$ cat src/rtl/ringosc_freq_counter.sv
// ringosc_freq_counter: counts oscillator rising edges per gate window; define FREQ_HOLD_EN to defer publication to frame_sync
module ringosc_freq_counter #(
    parameter int GATE_CYCLES = 25000,
    parameter int CNT_W = 16
) (
    input  logic             clk_i,
    input  logic             reset_i,
    input  logic             ena_i,
    input  logic             osc_in_i,
    input  logic             frame_sync_i,
    output logic [CNT_W-1:0] count_o,
    output logic             count_valid_o,
    output logic             overflow_o
);
    localparam int GW = $clog2(GATE_CYCLES);
    typedef enum logic {WARMUP, RUN} state_t;
    state_t state_q;
    logic [2:0] sync_q;
    logic [GW-1:0] gate_q;
    logic [CNT_W-1:0] edge_q, edge_d;
    logic sat_q, sat_d, rise, wclose, full;
    assign rise = sync_q[1] & ~sync_q[2];
    assign wclose = gate_q == GW'(GATE_CYCLES - 1);
    assign full = &edge_q;
    assign edge_d = edge_q + CNT_W'(rise & ~full);
    assign sat_d = sat_q | (rise & full);
`ifdef FREQ_HOLD_EN
    logic pend_q;
    logic [CNT_W-1:0] pend_cnt_q;
    logic pend_ovf_q;
`else
    logic unused_frame_sync;
    assign unused_frame_sync = frame_sync_i;
`endif
    // three-stage synchronizer for the asynchronous oscillator tap
    always_ff @(posedge clk_i) begin
        sync_q <= reset_i ? '0 : {sync_q[1:0], osc_in_i};
    end
    // gate window, edge accumulation and result publication
    always_ff @(posedge clk_i) begin
        if (reset_i || !ena_i) begin
            gate_q <= '0;
            edge_q <= '0;
            sat_q <= 1'b0;
            state_q <= WARMUP;
            count_valid_o <= 1'b0;
            if (reset_i) begin
                count_o <= '0;
                overflow_o <= 1'b0;
            end
`ifdef FREQ_HOLD_EN
            pend_q <= 1'b0;
            pend_cnt_q <= '0;
            pend_ovf_q <= 1'b0;
`endif
        end else begin
            count_valid_o <= 1'b0;
            gate_q <= wclose ? '0 : gate_q + GW'(1);
            edge_q <= wclose ? '0 : edge_d;
            sat_q <= wclose ? 1'b0 : sat_d;
            if (wclose) state_q <= RUN;
`ifdef FREQ_HOLD_EN
            if (wclose && state_q == RUN) begin
                if (frame_sync_i) begin
                    count_o <= edge_d;
                    overflow_o <= sat_d;
                    count_valid_o <= 1'b1;
                    pend_q <= 1'b0;
                end else begin
                    pend_q <= 1'b1;
                    pend_cnt_q <= edge_d;
                    pend_ovf_q <= sat_d;
                end
            end else if (frame_sync_i && pend_q) begin
                count_o <= pend_cnt_q;
                overflow_o <= pend_ovf_q;
                count_valid_o <= 1'b1;
                pend_q <= 1'b0;
            end
`else
            if (wclose && state_q == RUN) begin
                count_o <= edge_d;
                overflow_o <= sat_d;
                count_valid_o <= 1'b1;
            end
`endif
        end
    end
endmodule

$ cat config.mk
export PLATFORM = sky130hd
export DESIGN_NAME = ringosc_freq_counter
export DESIGN_NICKNAME = d
export VERILOG_FILES = /design/src/rtl/ringosc_freq_counter.sv
export SDC_FILE = /design/constraint.sdc
export NUM_CORES = 1
export LEC_CHECK = 0
export CAP_MARGIN = 10
export CORE_MARGIN = 2
export CORE_UTILIZATION = 35
export DETAILED_ROUTE_END_ITERATION = 6
export PLACE_DENSITY_LB_ADDON = 0.25
export SKIP_LAST_GASP = 1
export SYNTH_ARGS = -nofsm -noshare
export SYNTH_HDL_FRONTEND = slang
export SYNTH_SLANG_ARGS = --single-unit
export TNS_END_PERCENT = 50
$ cat constraint.sdc
create_clock -name clk_i -period 4.8 [get_ports clk_i]
set_input_delay 0.96 -clock clk_i [delete_from_list [all_inputs] [get_ports clk_i]]
set_output_delay 0.96 -clock clk_i [all_outputs]
set_load 0.03 [all_outputs]
==> results of run 1 <==
-- how the worst max path moves through the flow --
stage               from         end  slack [ns]
2_1_floorplan  gate_q[6]  count_o[0]        2.73
3_3_place_gp     reset_i   gate_q[8]        2.10
3_5_place_dp     reset_i  gate_q[11]        2.07
4_1_cts        gate_q[6]   edge_q[7]        2.11
5_1_grt        gate_q[6]   edge_q[9]        1.89
6_report       gate_q[6]   gate_q[9]        2.18
-- registers in the layout, summed over array words and instances, names as in the netlist --
signal and count:
count_o 16, edge_q 16, gate_q 15, sync_q 3, count_valid_o 1, overflow_o 1
sat_q 1, state_q 1
-- worst max-delay path, stage by stage, from the launching register on --
cell and delay (ns):
dfxtp_1 0.36, or4b_1 0.57, nor4_4 0.56, nand2b_1 0.86, nor2_1 0.11
-- cells by family (layout without fill, tap and decap cells) --
| logic type | after synthesis | in the layout | share of synthesized area [%] |
|---|---|---|---|
| AO/OA/AOI/OAI | 3 | 3 | 0.866 |
| flip-flops | 54 | 54 | 57.7 |
| XOR/XNOR | 27 | 27 | 10.9 |
| AND/OR/NAND/NOR | 113 | 113 | 25.8 |
| adder cells (fa/ha/maj) | 4 | 4 | 2.31 |
| buffers and inverters | 9 | 33 | 2.42 |
-- cell usage after synthesis, types with 5 or more instances --
library cell,n
edfxtp_1,17
nand3_1,7
nor3_1,13
dfxtp_1,37
nor4_1,6
xnor2_1,22
nor2_1,50
nand4_1,9
nand2_1,11
nor2b_1,5
xor2_1,5
-- layout make-up --
class	instances	area share, %
Tap cell	75	3.71
Inverter	4	0.594
Clock inverter	3	1.04
Sequential cell	54	49.5
Multi-Input combinational cell	147	34.1
Clock buffer	5	2.72
Timing Repair Buffer	21	8.31
-- where the power goes --
part           internal, µW  leakage [µW]  switching (µW)  total (µW)
registers               476      0.000474            2.37         479
logic                  13.0      0.000285            23.4        36.4
clock network           106     0.0000483             151         257
-- stage by stage --
stage               power (µW)  util, %  instance area (µm²)  cells
floorplan                  513        -                 2170    210
global placement           526     40.9                 2430    301
detailed placement         527     40.9                 2430    301
CTS                        788     42.5                 2530    309
global route               803     42.5                 2530    309
finish                     772     42.5                 2530    309
-- metal layers --
| metal | share of wire, % | track usage [%] | vias up |
|---|---|---|---|
| li1 | - | - | 756 |
| met1 | 51 | 14.6 | 638 |
| met2 | 45 | 18.5 | 17 |
| met3 | 2.9 | 3.59 | 5 |
| met4 | 1.3 | 3.93 | 0 |
| met5 | 0 | 0 | - |
==> qor.csv, run 1 <==
stage;metric;value;unit
min_path;whs_path_depth;1;
synthesis;ys_seq_area_share;57.7;%
clock_network;clk_latency;0.31;ns
global_routing;overflow;0;
cells_and_area;final_common_cell;nor2_1;
clock_network;numClockSinks;54;
cells_and_area;nFillCells;590;
timing;fin_hold_ws;0.448;ns
routing;routed_wl;3480;µm
placement;pre_cts_ws;2.07;ns
timing;worst_pin_slew;1.02;ns
routing;routedWlPerCell;11.3;µm
placement;place.gp.congestion;0.770;
critical_path;r2r_cells;4;
timing;final-setup-viol-count;0;
cells_and_area;diodes;0;
synthesis;synth_top_area_share;34.2;%
synthesis;ys_warn_count;0;
flow_run;maxCapViolCount;0;
floorplanning;std_cell_rows;28;
clock_network;clk_path_buf_depth;2;
routing;drc;0;
clock_network;ctsResizeCount;0;
synthesis;synth_flop_cell;dfxtp_1;
power_and_ir_drop;p_leak;0.000807;µW
global_routing;antenna_found_initial;0;
floorplanning;die_area;6840;µm²
timing;final.period_utilization;54.6;%
timing;timing.slew.headroom;31.7;%
synthesis;ys_types;26;
synthesis;async_flop_share;0;%
timing;fin_ws;2.18;ns
cells_and_area;finalNetCount;242;
timing;max_freq;0.382;GHz
status;status;completed;
synthesis;postSynthCellCount;210;
floorplanning;fp.coreArea;5960;µm²
critical_path;r2r_start;gate_q[6];
synthesis;synth_edf_count;17;
global_routing;grtUsageTotal;11.5;%
placement;io_buffers;21;
critical_path;critical_path_class;reg -> reg;
floorplanning;initial_utilization;36.4;%
synthesis;synthesis.area;2170;µm²
timing;fin_skew;0.00901;ns
synthesis;synthTopCellsByArea;dfxtp_1, edfxtp_1, xnor2_1;
timing;tns;0;ns
floorplanning;dieWidth;82.7;µm
routing;drtAntennaViolNets;0;
clock_network;cts_tree;built;
critical_path;startpoint_type;register;
power_and_ir_drop;power_density;305;nW/µm²
synthesis;yosysTopAreaCell;dfxtp_1;
cells_and_area;seqCellArea;1250;µm²
cells_and_area;multi_input_comb_area;863;µm²
critical_path;critPathCaptureType;register;
timing;rsz0062_at_grt;false;
critical_path;worstReg2RegEnd;gate_q[9];
global_routing;grt_pass1_wl;5920;µm
timing;slew_violations;0;
min_path;whs_endpoint;sync_q[1];
min_path;hold_class;reg -> reg;
timing;fin_crit;2.62;ns
synthesis;syn-mean-instance-area;10.3;µm²
global_routing;grt_max_degree;27;
clock_network;cts_setup_buffers;0;
clock_network;ctsHtreeMaxLevel;2;
cells_and_area;final_layout_size_suffix_gt1_share;4.27;%
critical_path;crit_arrival;2.78;ns
routing;drt_first_pass_iters;4;
synthesis;ys_ff_latch;54;
floorplanning;ios;23;
routing;vias_per_cell;4.58;
timing;hold_viol_final;0;
clock_network;clk_pin_slew;0.10;ns
clock_network;hold_buffers;0;
placement;dpl.hpwl;2390;µm
global_routing;grt_pass1_vias;1337;
clock_network;cts_buffers;5;
critical_path;path_max_fanout;26;
critical_path;required;4.96;ns
floorplanning;fp.dieH;82.7;µm
routing;drt_iter0_markers;53;
cells_and_area;layout_common_cells;nor2_1, dfxtp_1, xnor2_1, clkdlybuf4s50_1, edfxtp_1;
synthesis;synth_fp_nets;219;
power_and_ir_drop;vdd_drop_max;0.132;mV
clock_network;root_buffer;clkbuf_8;
routing;num_vias;1416;
min_path;holdCritStartpoint;sync_q[0];
critical_path;r2r_setup_slack;2.18;ns
cells_and_area;area_growth;16.7;%
No activity file was read; power rests on OpenSTA's default activity.
==> inputs of run 2 (changes only) <==
==> constraint.sdc (replaced) <==
create_clock -name clk_i -period 2.7 [get_ports clk_i]
set_input_delay 0.54 -clock clk_i [delete_from_list [all_inputs] [get_ports clk_i]]
set_output_delay 0.54 -clock clk_i [all_outputs]
set_load 0.03 [all_outputs]
==> run 2 against run 1 <==
Final cell count grew 1.3%. Power rose by 86%. Clock power rose by 100%. Sequential share of layout area decreased by 0.79 points. Sequential power is 78% higher. Clock-buffer cell count up 2. Non-clock buffer count grew 4. Combinational power is 85% higher. Core utilization up 0.69 points. Global-route usage hardly changed. Worst hold slack lost 0.0079 ns. Flip-flop and latch count did not move. Largest cell class unchanged. Largest power group unchanged.
==> qor.csv, run 2 (synthesis gave the netlist of run 1 again) <==
stage;metric;value;unit;change
global_routing;grtUsageTotal;11.5;%;about the same
floorplanning;std_cell_rows;28;;unchanged
critical_path;required;2.75;ns;was 4.96 ns
power_and_ir_drop;clkPwrFrac;36.2;%;was 33.3%
routing;num_vias;1440;;was 1416
placement;dpl.hpwl;2460;µm;was 2390 µm
power_and_ir_drop;vdd_drop_max;0.237;mV;was 0.132 mV
cells_and_area;reg_top3;count_o: 16 flops, edge_q: 16 flops, gate_q: 15 flops;;unchanged
timing;fin_skew;0.00726;ns;was 0.00901 ns
timing;max_freq;0.442;GHz;was 0.382 GHz
power_and_ir_drop;p_leak;0.000830;µW;was 0.000807 µW
critical_path;critPathBufInv;0;;unchanged
floorplanning;initial_utilization;36.4;%;unchanged
timing;hold_viol_final;0;;unchanged
power_and_ir_drop;power_density;560;nW/µm²;was 305 nW/µm²
routing;vias_per_cell;4.60;;was 4.58
floorplanning;ios;23;;unchanged
floorplanning;dieWidth;82.7;µm;unchanged
min_path;hold_class;reg -> reg;;unchanged
critical_path;critical_path_class;reg -> reg;;unchanged
power_and_ir_drop;power_frac_comb;4.7;%;about the same
routing;drtAntennaViolNets;0;;unchanged
critical_path;r2r_setup_slack;0.44;ns;was 2.18 ns
cells_and_area;finalNetCount;246;;was 242
clock_network;cts_tree;built;;unchanged
floorplanning;fp.dieH;82.7;µm;unchanged
global_routing;overflow;0;;unchanged
cells_and_area;final_common_cell;nor2_1;;unchanged
critical_path;path_delay_family;simple AND/OR/NAND/NOR gates;;unchanged
cells_and_area;layout_common_cells;nor2_1, dfxtp_1, xnor2_1, clkdlybuf4s50_1, edfxtp_1;;unchanged
flow_run;maxCapViolCount;0;;unchanged
global_routing;grt_pass1_wl;5970;µm;was 5920 µm
routing;routedWlPerCell;11.0;µm;was 11.3 µm
routing;drc;0;;unchanged
power_and_ir_drop;swShare;20.1;%;was 23.0%
clock_network;clk_latency;0.30;ns;was 0.31 ns
power_and_ir_drop;p_sw;289;µW;was 177 µW
global_routing;antenna_found_initial;0;;unchanged
routing;drt_iter0_markers;58;;was 53
routing;routed_wl;3450;µm;was 3480 µm
critical_path;startpoint_type;register;;unchanged
clock_network;hold_buffers;0;;unchanged
power_and_ir_drop;p_int;1150;µW;was 595 µW
clock_network;ctsHtreeMaxLevel;2;;unchanged
critical_path;critical_path.max_stage_delay;0.42;ns;was 0.86 ns
clock_network;clk_path_buf_depth;2;;unchanged
critical_path;path_common_cell;ha_1;;
critical_path;crit_arrival;2.32;ns;was 2.78 ns
critical_path;path_cells;nand4_1, nor3_1, a21oi_1, ha_1, ha_1, nand3_1, nor4_1, xnor2_1, nor2_1;;was or4b_1, nor4_4, nand2b_1, nor2_1
clock_network;ctsResizeCount;0;;unchanged
global_routing;grt_max_degree;27;;unchanged
clock_network;cts_buffers;5;;unchanged
cells_and_area;diodes;0;;unchanged
timing;slew_violations;0;;unchanged
critical_path;path_max_fanout;6;;was 26
clock_network;cts_setup_buffers;0;;unchanged
critical_path;critPathCaptureType;register;;unchanged
cells_and_area;nFillCells;594;;was 590
status;status;completed;;unchanged
timing;timing.slew.headroom;70.6;%;was 31.7%
clock_network;clk_pin_slew;0.09;ns;was 0.10 ns
placement;place.gp.congestion;0.781;;was 0.770
timing;fin_crit;2.26;ns;was 2.62 ns
floorplanning;die_area;6840;µm²;unchanged
clock_network;numClockSinks;54;;unchanged
global_routing;grt_pass1_vias;1363;;was 1337
timing;final-setup-viol-count;0;;unchanged
cells_and_area;area_growth;18.6;%;was 16.7%
timing;worst_pin_slew;0.442;ns;was 1.02 ns
power_and_ir_drop;p_seq_share;59.2;%;was 62.0%
timing;tns;0;ns;unchanged
cells_and_area;post-route-util;43.2;%;was 42.5%
routing;drt_first_pass_iters;4;;unchanged
clock_network;root_buffer;clkbuf_8;;unchanged
critical_path;critPathSlowestCell;dfxtp_1;;was nand2b_1
timing;rsz0062_at_grt;false;;unchanged
floorplanning;fp.coreArea;5960;µm²;unchanged
placement;io_buffers;21;;unchanged
cells_and_area;final_layout_size_suffix_gt1_share;5.04;%;was 4.27%
timing;final.period_utilization;83.8;%;was 54.6%
-- run 2: changes by cell type in the layout (fill, tap and decap cells not counted), sizes merged --
cell	previous run	this run
buf	0	4
clkinv	3	0
clkbuf	5	7
bufinv	0	1
-- run 2: path summary, 6_finish.rpt --
check,start,endpoint,depth (start not counted)
max,edge_q[5],count_o[14],9
min,sync_q[0],sync_q[1],1
max reg2reg,edge_q[5],count_o[14],9
min reg2reg,sync_q[0],sync_q[1],1
-- run 2: final cells by class --
class	instances	area, µm²	share of cell area (%)
clock buffers	7	76.3	2.97
clock inverters	1	30.0	1.17
inverters	4	15.0	0.584
multi-input cells	147	863	33.6
flip-flops and latches	54	1250	48.7
well taps	75	93.8	3.65
repair buffers	25	240	9.35
-- run 2: routing by layer --
layer  GRT usage [%]  part of all wire, %
met2            19.0                   46
met1            14.4                   49
met4            4.43                  1.5
met3            2.93                  3.0
met5               0                    0
-- run 2: power groups by stage --
stage          Sequential (µW)  Combinational [µW]  Clock, µW
2_1_floorplan              889                22.6          0
3_3_place_gp               870                68.6          0
3_5_place_dp               870                68.8          0
4_1_cts                    851                69.0        538
5_1_grt                    853                73.0        571
6_report                   851                67.3        520
-- run 2: stage by stage --
stage	setup slack [ns]	instances	total power, µW	hold slack [ns]	cell area, µm²
global route	0.187	313	1500	0.469	2570
global placement	0.468	305	938	0.422	2460
finish	0.437	313	1440	0.440	2570
CTS	0.427	313	1460	0.442	2570
floorplan	0.635	210	912	0.414	2170
detailed placement	0.451	305	939	0.420	2460
-- run 2: worst reg2reg max path: stages, from the launching register on --
cell     delay (ns)
dfxtp_1        0.42
nand4_1        0.18
nor3_1         0.27
a21oi_1        0.13
ha_1           0.19
ha_1           0.20
nand3_1        0.22
nor4_1         0.10
xnor2_1        0.23
nor2_1         0.08
